**src/rtl/mem_bridge_pkg.sv**
```systemverilog
// Shared types and constants for the mem_bridge memory bridge.
// The DRAIN state exists only when MEM_BRIDGE_WBUF_EN is defined.
package mem_bridge_pkg;

  localparam int          WADDR_W   = 30;
  localparam logic [31:0] ERR_RDATA = 32'hFFFF_FFFF;

  typedef enum logic [2:0] {
    ST_IDLE,
    ST_RD,
    ST_WR,
`ifdef MEM_BRIDGE_WBUF_EN
    ST_DRAIN,
`endif
    ST_RESP
  } state_t;

endpackage

```
**src/rtl/mem_bridge_wdog.sv**
```systemverilog
// Watchdog for mem_bridge: counts cycles spent waiting on the backing memory
// and flags expiry on the TMO-th waiting cycle.
module mem_bridge_wdog #(
  parameter int TMO = 255
) (
  input  logic clk,
  input  logic rst,
  input  logic clear,
  input  logic enable,
  output logic expired
);

  localparam int            CW    = (TMO < 2) ? 1 : $clog2(TMO);
  localparam logic [CW-1:0] LIMIT = CW'(TMO - 1);

  logic [CW-1:0] cnt;

  // The count holds at LIMIT; the FSM leaves the waiting state on the same edge.
  always_ff @(posedge clk) begin
    if (rst || clear) begin
      cnt <= '0;
    end else if (enable && !expired) begin
      cnt <= cnt + CW'(1);
    end
  end

  assign expired = enable && (cnt == LIMIT);

endmodule

```
**src/rtl/mem_bridge.sv**
```systemverilog
// Bridge from the multicycle core's memory port to an ack-based word memory.
// Define MEM_BRIDGE_WBUF_EN to post writes through a one-entry buffer (DRAIN state).
module mem_bridge
  import mem_bridge_pkg::*;
#(
  parameter int TMO = 255
) (
  input  logic               clk,
  input  logic               rst,
  input  logic [31:0]        addr,
  input  logic [31:0]        wdata,
  input  logic               mem_read,
  input  logic               mem_write,
  output logic [31:0]        rdata,
  output logic               ready,
  output logic               busy,
  output logic               err,
  output logic [WADDR_W-1:0] m_addr,
  output logic [31:0]        m_wdata,
  output logic               m_re,
  output logic               m_we,
  input  logic [31:0]        m_rdata,
  input  logic               m_ack
);

  state_t state;
  logic   wait_st;
  logic   wd_expired;
`ifdef MEM_BRIDGE_WBUF_EN
  logic   drain_pend;

  assign wait_st = (state == ST_RD) || (state == ST_WR) || (state == ST_DRAIN);
`else
  assign wait_st = (state == ST_RD) || (state == ST_WR);
`endif

  assign busy = (state != ST_IDLE);

  // Cleared whenever the FSM is not waiting, so every wait starts from zero.
  mem_bridge_wdog #(
    .TMO(TMO)
  ) u_wdog (
    .clk    (clk),
    .rst    (rst),
    .clear  (!wait_st),
    .enable (wait_st),
    .expired(wd_expired)
  );

  always_ff @(posedge clk) begin
    if (rst) begin
      state   <= ST_IDLE;
      rdata   <= '0;
      ready   <= 1'b0;
      err     <= 1'b0;
      m_addr  <= '0;
      m_wdata <= '0;
      m_re    <= 1'b0;
      m_we    <= 1'b0;
`ifdef MEM_BRIDGE_WBUF_EN
      drain_pend <= 1'b0;
`endif
    end else begin
      ready <= 1'b0;
      case (state)
        ST_IDLE: begin
          if (mem_write || mem_read) begin
            m_addr  <= addr[31:2];
            m_wdata <= wdata;
            if (addr[1:0] != 2'b00) begin
              err   <= 1'b1;
              ready <= 1'b1;
              state <= ST_RESP;
            end else if (mem_write) begin
`ifdef MEM_BRIDGE_WBUF_EN
              ready      <= 1'b1;
              drain_pend <= 1'b1;
              state      <= ST_RESP;
`else
              m_we  <= 1'b1;
              state <= ST_WR;
`endif
            end else begin
              m_re  <= 1'b1;
              state <= ST_RD;
            end
          end
        end
        ST_RD: begin
          if (m_ack) begin
            rdata <= m_rdata;
            m_re  <= 1'b0;
            ready <= 1'b1;
            state <= ST_RESP;
          end else if (wd_expired) begin
            rdata <= ERR_RDATA;
            err   <= 1'b1;
            m_re  <= 1'b0;
            ready <= 1'b1;
            state <= ST_RESP;
          end
        end
        ST_WR: begin
          if (m_ack || wd_expired) begin
            if (!m_ack) err <= 1'b1;
            m_we  <= 1'b0;
            ready <= 1'b1;
            state <= ST_RESP;
          end
        end
`ifdef MEM_BRIDGE_WBUF_EN
        ST_RESP: begin
          if (drain_pend) begin
            drain_pend <= 1'b0;
            m_we       <= 1'b1;
            state      <= ST_DRAIN;
          end else begin
            state <= ST_IDLE;
          end
        end
        // The core already saw ready for this write; only an error can still surface.
        ST_DRAIN: begin
          if (m_ack || wd_expired) begin
            if (!m_ack) err <= 1'b1;
            m_we  <= 1'b0;
            state <= ST_IDLE;
          end
        end
`else
        ST_RESP: begin
          state <= ST_IDLE;
        end
`endif
        default: begin
          state <= ST_IDLE;
        end
      endcase
    end
  end

endmodule

```
**config.mk**
```make
export PLATFORM = sky130hd
export DESIGN_NAME = mem_bridge
export DESIGN_NICKNAME = d
export VERILOG_FILES = /design/src/rtl/mem_bridge_pkg.sv /design/src/rtl/mem_bridge_wdog.sv /design/src/rtl/mem_bridge.sv
export SDC_FILE = /design/constraint.sdc
export NUM_CORES = 1
export LEC_CHECK = 0
export BUFFER_PORTS_ARGS = -buffer_cell sky130_fd_sc_hd__buf_2
export CORE_MARGIN = 3
export CORE_UTILIZATION = 41
export DETAILED_ROUTE_END_ITERATION = 16
export HOLD_SLACK_MARGIN = 0.02
export PLACE_DENSITY_LB_ADDON = 0.2
export SLEW_MARGIN = 20
export SYNTH_ARGS = -nofsm -noshare
export SYNTH_HDL_FRONTEND = slang
export SYNTH_HIERARCHICAL = 1
export SYNTH_SLANG_ARGS = --single-unit
```
**constraint.sdc**
```tcl
create_clock -name clk -period 2.3 [get_ports clk]
set_clock_uncertainty 0.05 [all_clocks]
set_input_delay 0.345 -clock clk [delete_from_list [all_inputs] [get_ports clk]]
set_output_delay 0.345 -clock clk [all_outputs]
set_load 0.01 [all_outputs]
```
# After elaboration in Yosys (flattened, before gate mapping)
# Cells that the tools add are included.
# op_classes
add_sub_neg	1
multipliers	0
div_mod_pow	0
magnitude_cmp	0
eq_ne	13
n_shift	0
mux	33
n_bitwise	0
reduce_logical	21
# ops
cell	n
$mux W32	2
$mux W1	20
$ne A2 B2 Y1 const B	7
$mux W3	4
$reduce_and A5 Y1	2
$pmux W3 S3	1
$add A8 B1 Y8 const B	1
$eq A8 B8 Y1 const B	1
$reduce_bool A2 Y1	4
$reduce_and A7 Y1	1
$pmux W1 S3	2
$reduce_bool A3 Y1	2
$logic_or A1 B1 Y1	4
$mux W2	2
$ne A2 B1 Y1 const B	2
$pmux W1 S2	2
$reduce_and A2 Y1	2
$eq A3 B1 Y1 const B	1
$eq A3 B2 Y1 const B	1
$logic_not A3 Y1	1
$ne A3 B2 Y1 const B	1
$reduce_and A3 Y1	1
$logic_and A1 B1 Y1	2
$logic_not A1 Y1	2
# totals
reg_bits	109
latchBits	0
ram_bits	0
romBits	0
inputBits	101
output_inout_bits	99
word_cells	77
n_memories	0

# Logic depth before layout (Yosys ltp)
# logic_depth
word_depth	6
mapped_depth	10
depth_no_buf	7

# Cells and area by module
# The synthesis kept the hierarchy.
# modules_own_cells
mod	instances	cells_each	area_each_um2	seq_area_each_um2
mem_bridge	1	398	3606.0	2001.9
mem_bridge_wdog	1	51	455.4	160.2

# Worst setup path after synthesis
# No wires, ideal clock.
# synth_path
path_type	flip-flop to flip-flop
start	register u_wdog.cnt[0]
end	register rdata[0]
setup_ps	119
t_arrival_ps	1964
t_required_ps	2131
slack_ps	168
stages_incl_launch_ff	11
n_path_buf	3
period_less_slack_ps	2132
path_cell_list	dfxtp_1 -> inv_1 -> ha_1 -> and3_4 -> buf_6 -> and3_1 -> nor2_1 -> nor2b_1 -> clkbuf_1 -> clkbuf_1 -> o221a_2
# synth_between
elab_chain_len	4
# synth_lines
element	line	source
start: declaration	mem_bridge_wdog.sv:16	logic [CW-1:0] cnt;
start signal: assignment	mem_bridge_wdog.sv:23	cnt <= cnt + CW'(1);
$eq A8 B8 Y1	mem_bridge_wdog.sv:27	assign expired = enable && (cnt == LIMIT);
$logic_and A1 B1 Y1	mem_bridge_wdog.sv:27	
via wd_expired	mem_bridge.sv:28	logic wd_expired;
$reduce_bool A2 Y1 (no line)	n/a	
$reduce_and A2 Y1 (no line)	n/a	
end signal: assignment	mem_bridge.sv:91	rdata <= m_rdata;
end: declaration	mem_bridge.sv:14	output logic [31:0] rdata,
# The timed path passes the listed nets, and every way through them passes these cells.
# A chain may end at the register's enable or synchronous reset.

# Final worst setup path
# layout_path
start	register u_wdog.cnt[0]
end	register state[0]
# layout_between
elab_chain_len	5
word_cells_on_any_way	6
cone_classes	eq/ne (3); reduce/logical (3)
# layout_lines
element	line	source
$eq A8 B8 Y1 *	mem_bridge_wdog.sv:27	
$logic_and A1 B1 Y1 *	mem_bridge_wdog.sv:27	
via wd_expired	mem_bridge.sv:28	
$logic_or A1 B1 Y1	mem_bridge.sv:104	if (m_ack || wd_expired) begin
$ne A2 B1 Y1 (no line)	n/a	
$reduce_and A3 Y1 (no line) *	n/a	
end signal: assignment	mem_bridge.sv:100	state <= ST_RESP;
end signal: assignment	mem_bridge.sv:108	state <= ST_RESP;
end signal: assignment	mem_bridge.sv:131	state <= ST_IDLE;
end: declaration	mem_bridge.sv:26	state_t state;
# Mark *: on every way through the listed nets, which the timed path passes. The rest lies on a longest branch.

==> flow_summary.json <==
{
  "die_w_um": 106,
  "yosysTopAreaCell": "dfxtp_1",
  "synth.area.top_cells": "dfxtp_1 (53%), nand2_1 (12%), o221a_2 (8.9%)",
  "synth-seq-cells": 108,
  "hold_class": "in2reg",
  "drtIter0Drc": 213,
  "worstPathCellList": "inv_1 > ha_1 > and3_4 > and3_1 > nor2_1 > buf_4 > a211oi_1 > mux2i_1",
  "synth.distinct_cells": 44,
  "yosysMostFrequentCell": "nand2_1",
  "fin_setup_tns_ns": 0,
  "routed_wl_um": 10800,
  "finalHoldViolCount": 0,
  "syn_nets": 558,
  "whs_ns": 0.146,
  "crit_end": "state[0]$_SDFFE_PP0P_",
  "synth-edff-count": 0,
  "gr-usage-all-layers": 0.191,
  "reg2reg_slack_ns": 0.19,
  "crit_cells": 8,
  "reg2reg_from": "u_wdog/cnt[0]$_SDFFE_PP0P_",
  "peakVddDrop_uv": 558,
  "ctsResizeCount": 0,
  "yosys_warnings": 6,
  "h-tree-depth": 3,
  "powerDensity_nw_per_um2": 1040,
  "crit_slowest_cell": "a211oi_1",
  "status": "completed",
  "post_drt_wl_per_cell_um": 14.1,
  "seq_area_frac_synth": 0.532,
  "drive_gt1_frac": 0.408,
  "ctsHoldBuffers": 0,
  "fillCellCount": 885,
  "grt_max_degree": 53,
  "startpoint_type": "flip-flop",
  "vias": 3882,
  "initial_core_util": 0.431,
  "drc": 0,
  "syn_area_um2": 4060,
  "slew_violations": 0,
  "cts_buffer_depth": 2,
  "first_global_vias": 3755,
  "root_buffer": "clkbuf_8",
  "path_buf_inv": 2,
  "rows": 35,
  "io_pins": 200,
  "relSlewSlack": 0.567,
  "grt_pass1_wl_um": 17700,
  "post_cts_buffers": 0,
  "final-setup-viol-count": 0,
  "synth_top_area_frac": 0.532,
  "clk_pin_slew_ns": 0.11,
  "crit_path_start": "u_wdog/cnt[0]$_SDFFE_PP0P_",
  "die_y_um": 106,
  "yosys_most_used_dff": "dfxtp_1",
  "dpl.hpwl_um": 7920,
  "grt_antenna_before_repair": 1,
  "timing.rr.end": "state[0]$_SDFFE_PP0P_",
  "period_share": 0.919,
  "path_class": "reg2reg",
  "routabilityCongestion": 0.807,
  "r2r_cells": 8,
  "crit_path_end_kind": "flip-flop",
  "numPortBuffers": 199,
  "coreArea_um2": 9420,
  "drt_first_pass_iters": 4,
  "crit_family": "simple AND/OR/NAND/NOR gates",
  "nets": 744,
  "viasPerCell": 5.05,
  "synth_common_cells": "nand2_1 (132), dfxtp_1 (108), a21oi_1 (66)",
  "cts_tree": "done",
  "cap_viol_max_count": 0,
  "crit_arrival_ns": 2.36,
  "synthArstFlopShare": 0,
  "slowest_delay_ns": 0.41,
  "clock-sinks": 108,
  "cts_made_buffers": 9,
  "dieArea_um2": 11100,
  "crit_required_ns": 2.55,
  "antenna_left": 0,
  "min_period_ns": 2.11,
  "cp_max_fo": 6,
  "worst_slew_pin_slew_ns": 0.647,
  "hold_start": "wdata[23]",
  "area_growth_pct": 32.6,
  "rsz0062_at_grt": "no",
  "p_leak_uw": 0.00254,
  "clock.fmax_ghz": 0.473,
  "grt-ovfl-total": 0,
  "clock_latency_ns": 0.36,
  "syn_area_per_cell_um2": 9.05,
  "syn_inst": 449,
  "antenna_cells": 0
}
==> cells by family after synthesis <==
group           after synthesis  share of synthesized area
buf+inv                      41                     0.0434
mux                           3                    0.00739
fa+ha+maj                     8                     0.0246
simple gates                159                      0.165
compound gates              130                      0.227
flops                       108                      0.532
==> cell usage in the layout (no fill, tap or decap), types with 4 or more instances in the layout <==
master / n
o221a_2: 32
buf_12: 4
a21oi_1: 66
o21ai_0: 6
dfxtp_1: 108
ha_1: 8
a31oi_1: 5
inv_1: 7
buf_4: 5
nand2_1: 132
clkbuf_8: 10
buf_2: 199
a211oi_1: 4
==> layer usage <==
metal  global-route usage  vias up  routed length (µm)
met3               0.0600       20                 918
met2                0.321      146                5030
met1                0.234     1770                4600
met4               0.0583        2                 244
li1                     -     1944                   -
met5                    0        -                  16
==> power breakdown <==
| part | switching, µW | total (µW) | leakage [µW] | internal, µW |
|---|---|---|---|---|
| clock network | 648 | 1080 | 0.0000933 | 432 |
| registers | 202 | 2470 | 0.000885 | 2270 |
| logic | 1210 | 2080 | 0.00156 | 867 |
| total | 2060 | 5630 | 0.00254 | 3560 |
==> sequential cells by signal, summed over array words and instances, names as in the netlist <==
name / count
err: 1
m_addr: 30
m_re: 1
m_wdata: 32
m_we: 1
rdata: 32
ready: 1
state: 2
u_wdog/cnt: 8
==> worst reg2reg max path: stages (launching register included) <==
cell and delay [ns]:
dfxtp_1 0.36, inv_1 0.09, ha_1 0.21, and3_4 0.24
and3_1 0.24, nor2_1 0.08, buf_4 0.14, a211oi_1 0.41
mux2i_1 0.23
==> how the worst min path moves through the flow <==
stage                                       to  depth (start not counted)
floorplan           u_wdog/cnt[5]$_SDFFE_PP0P_                          1
global placement      m_wdata[27]$_SDFFE_PP0P_                          2
detailed placement     m_addr[24]$_SDFFE_PP0P_                          2
CTS                   m_wdata[23]$_SDFFE_PP0P_                          3
global route          m_wdata[29]$_SDFFE_PP0P_                          3
finish                m_wdata[23]$_SDFFE_PP0P_                          3
==> final cells by class <==
class,instances,area (µm²),share of cell area
Timing Repair Buffer,208,1110,0.207
Inverter,8,30.0,0.00557
Multi-Input combinational cell,300,1740,0.323
Clock inverter,5,43.8,0.00813
Sequential cell,108,2160,0.401
Tap cell,129,161,0.0300
Clock buffer,10,138,0.0256
==> stage by stage <==
step	instance area (µm²)	util	power [µW]	setup WS [ns]	std cells
2_1_floorplan	4060	-	3770	0.168	449
3_3_place_gp	5200	0.553	4550	0.285	753
3_5_place_dp	5200	0.553	4610	0.211	753
4_1_cts	5390	0.572	5690	0.180	768
5_1_grt	5390	0.572	6050	0.00421	768
6_report	5390	0.572	5630	0.187	768
Power figures use the tool's default switching activity.
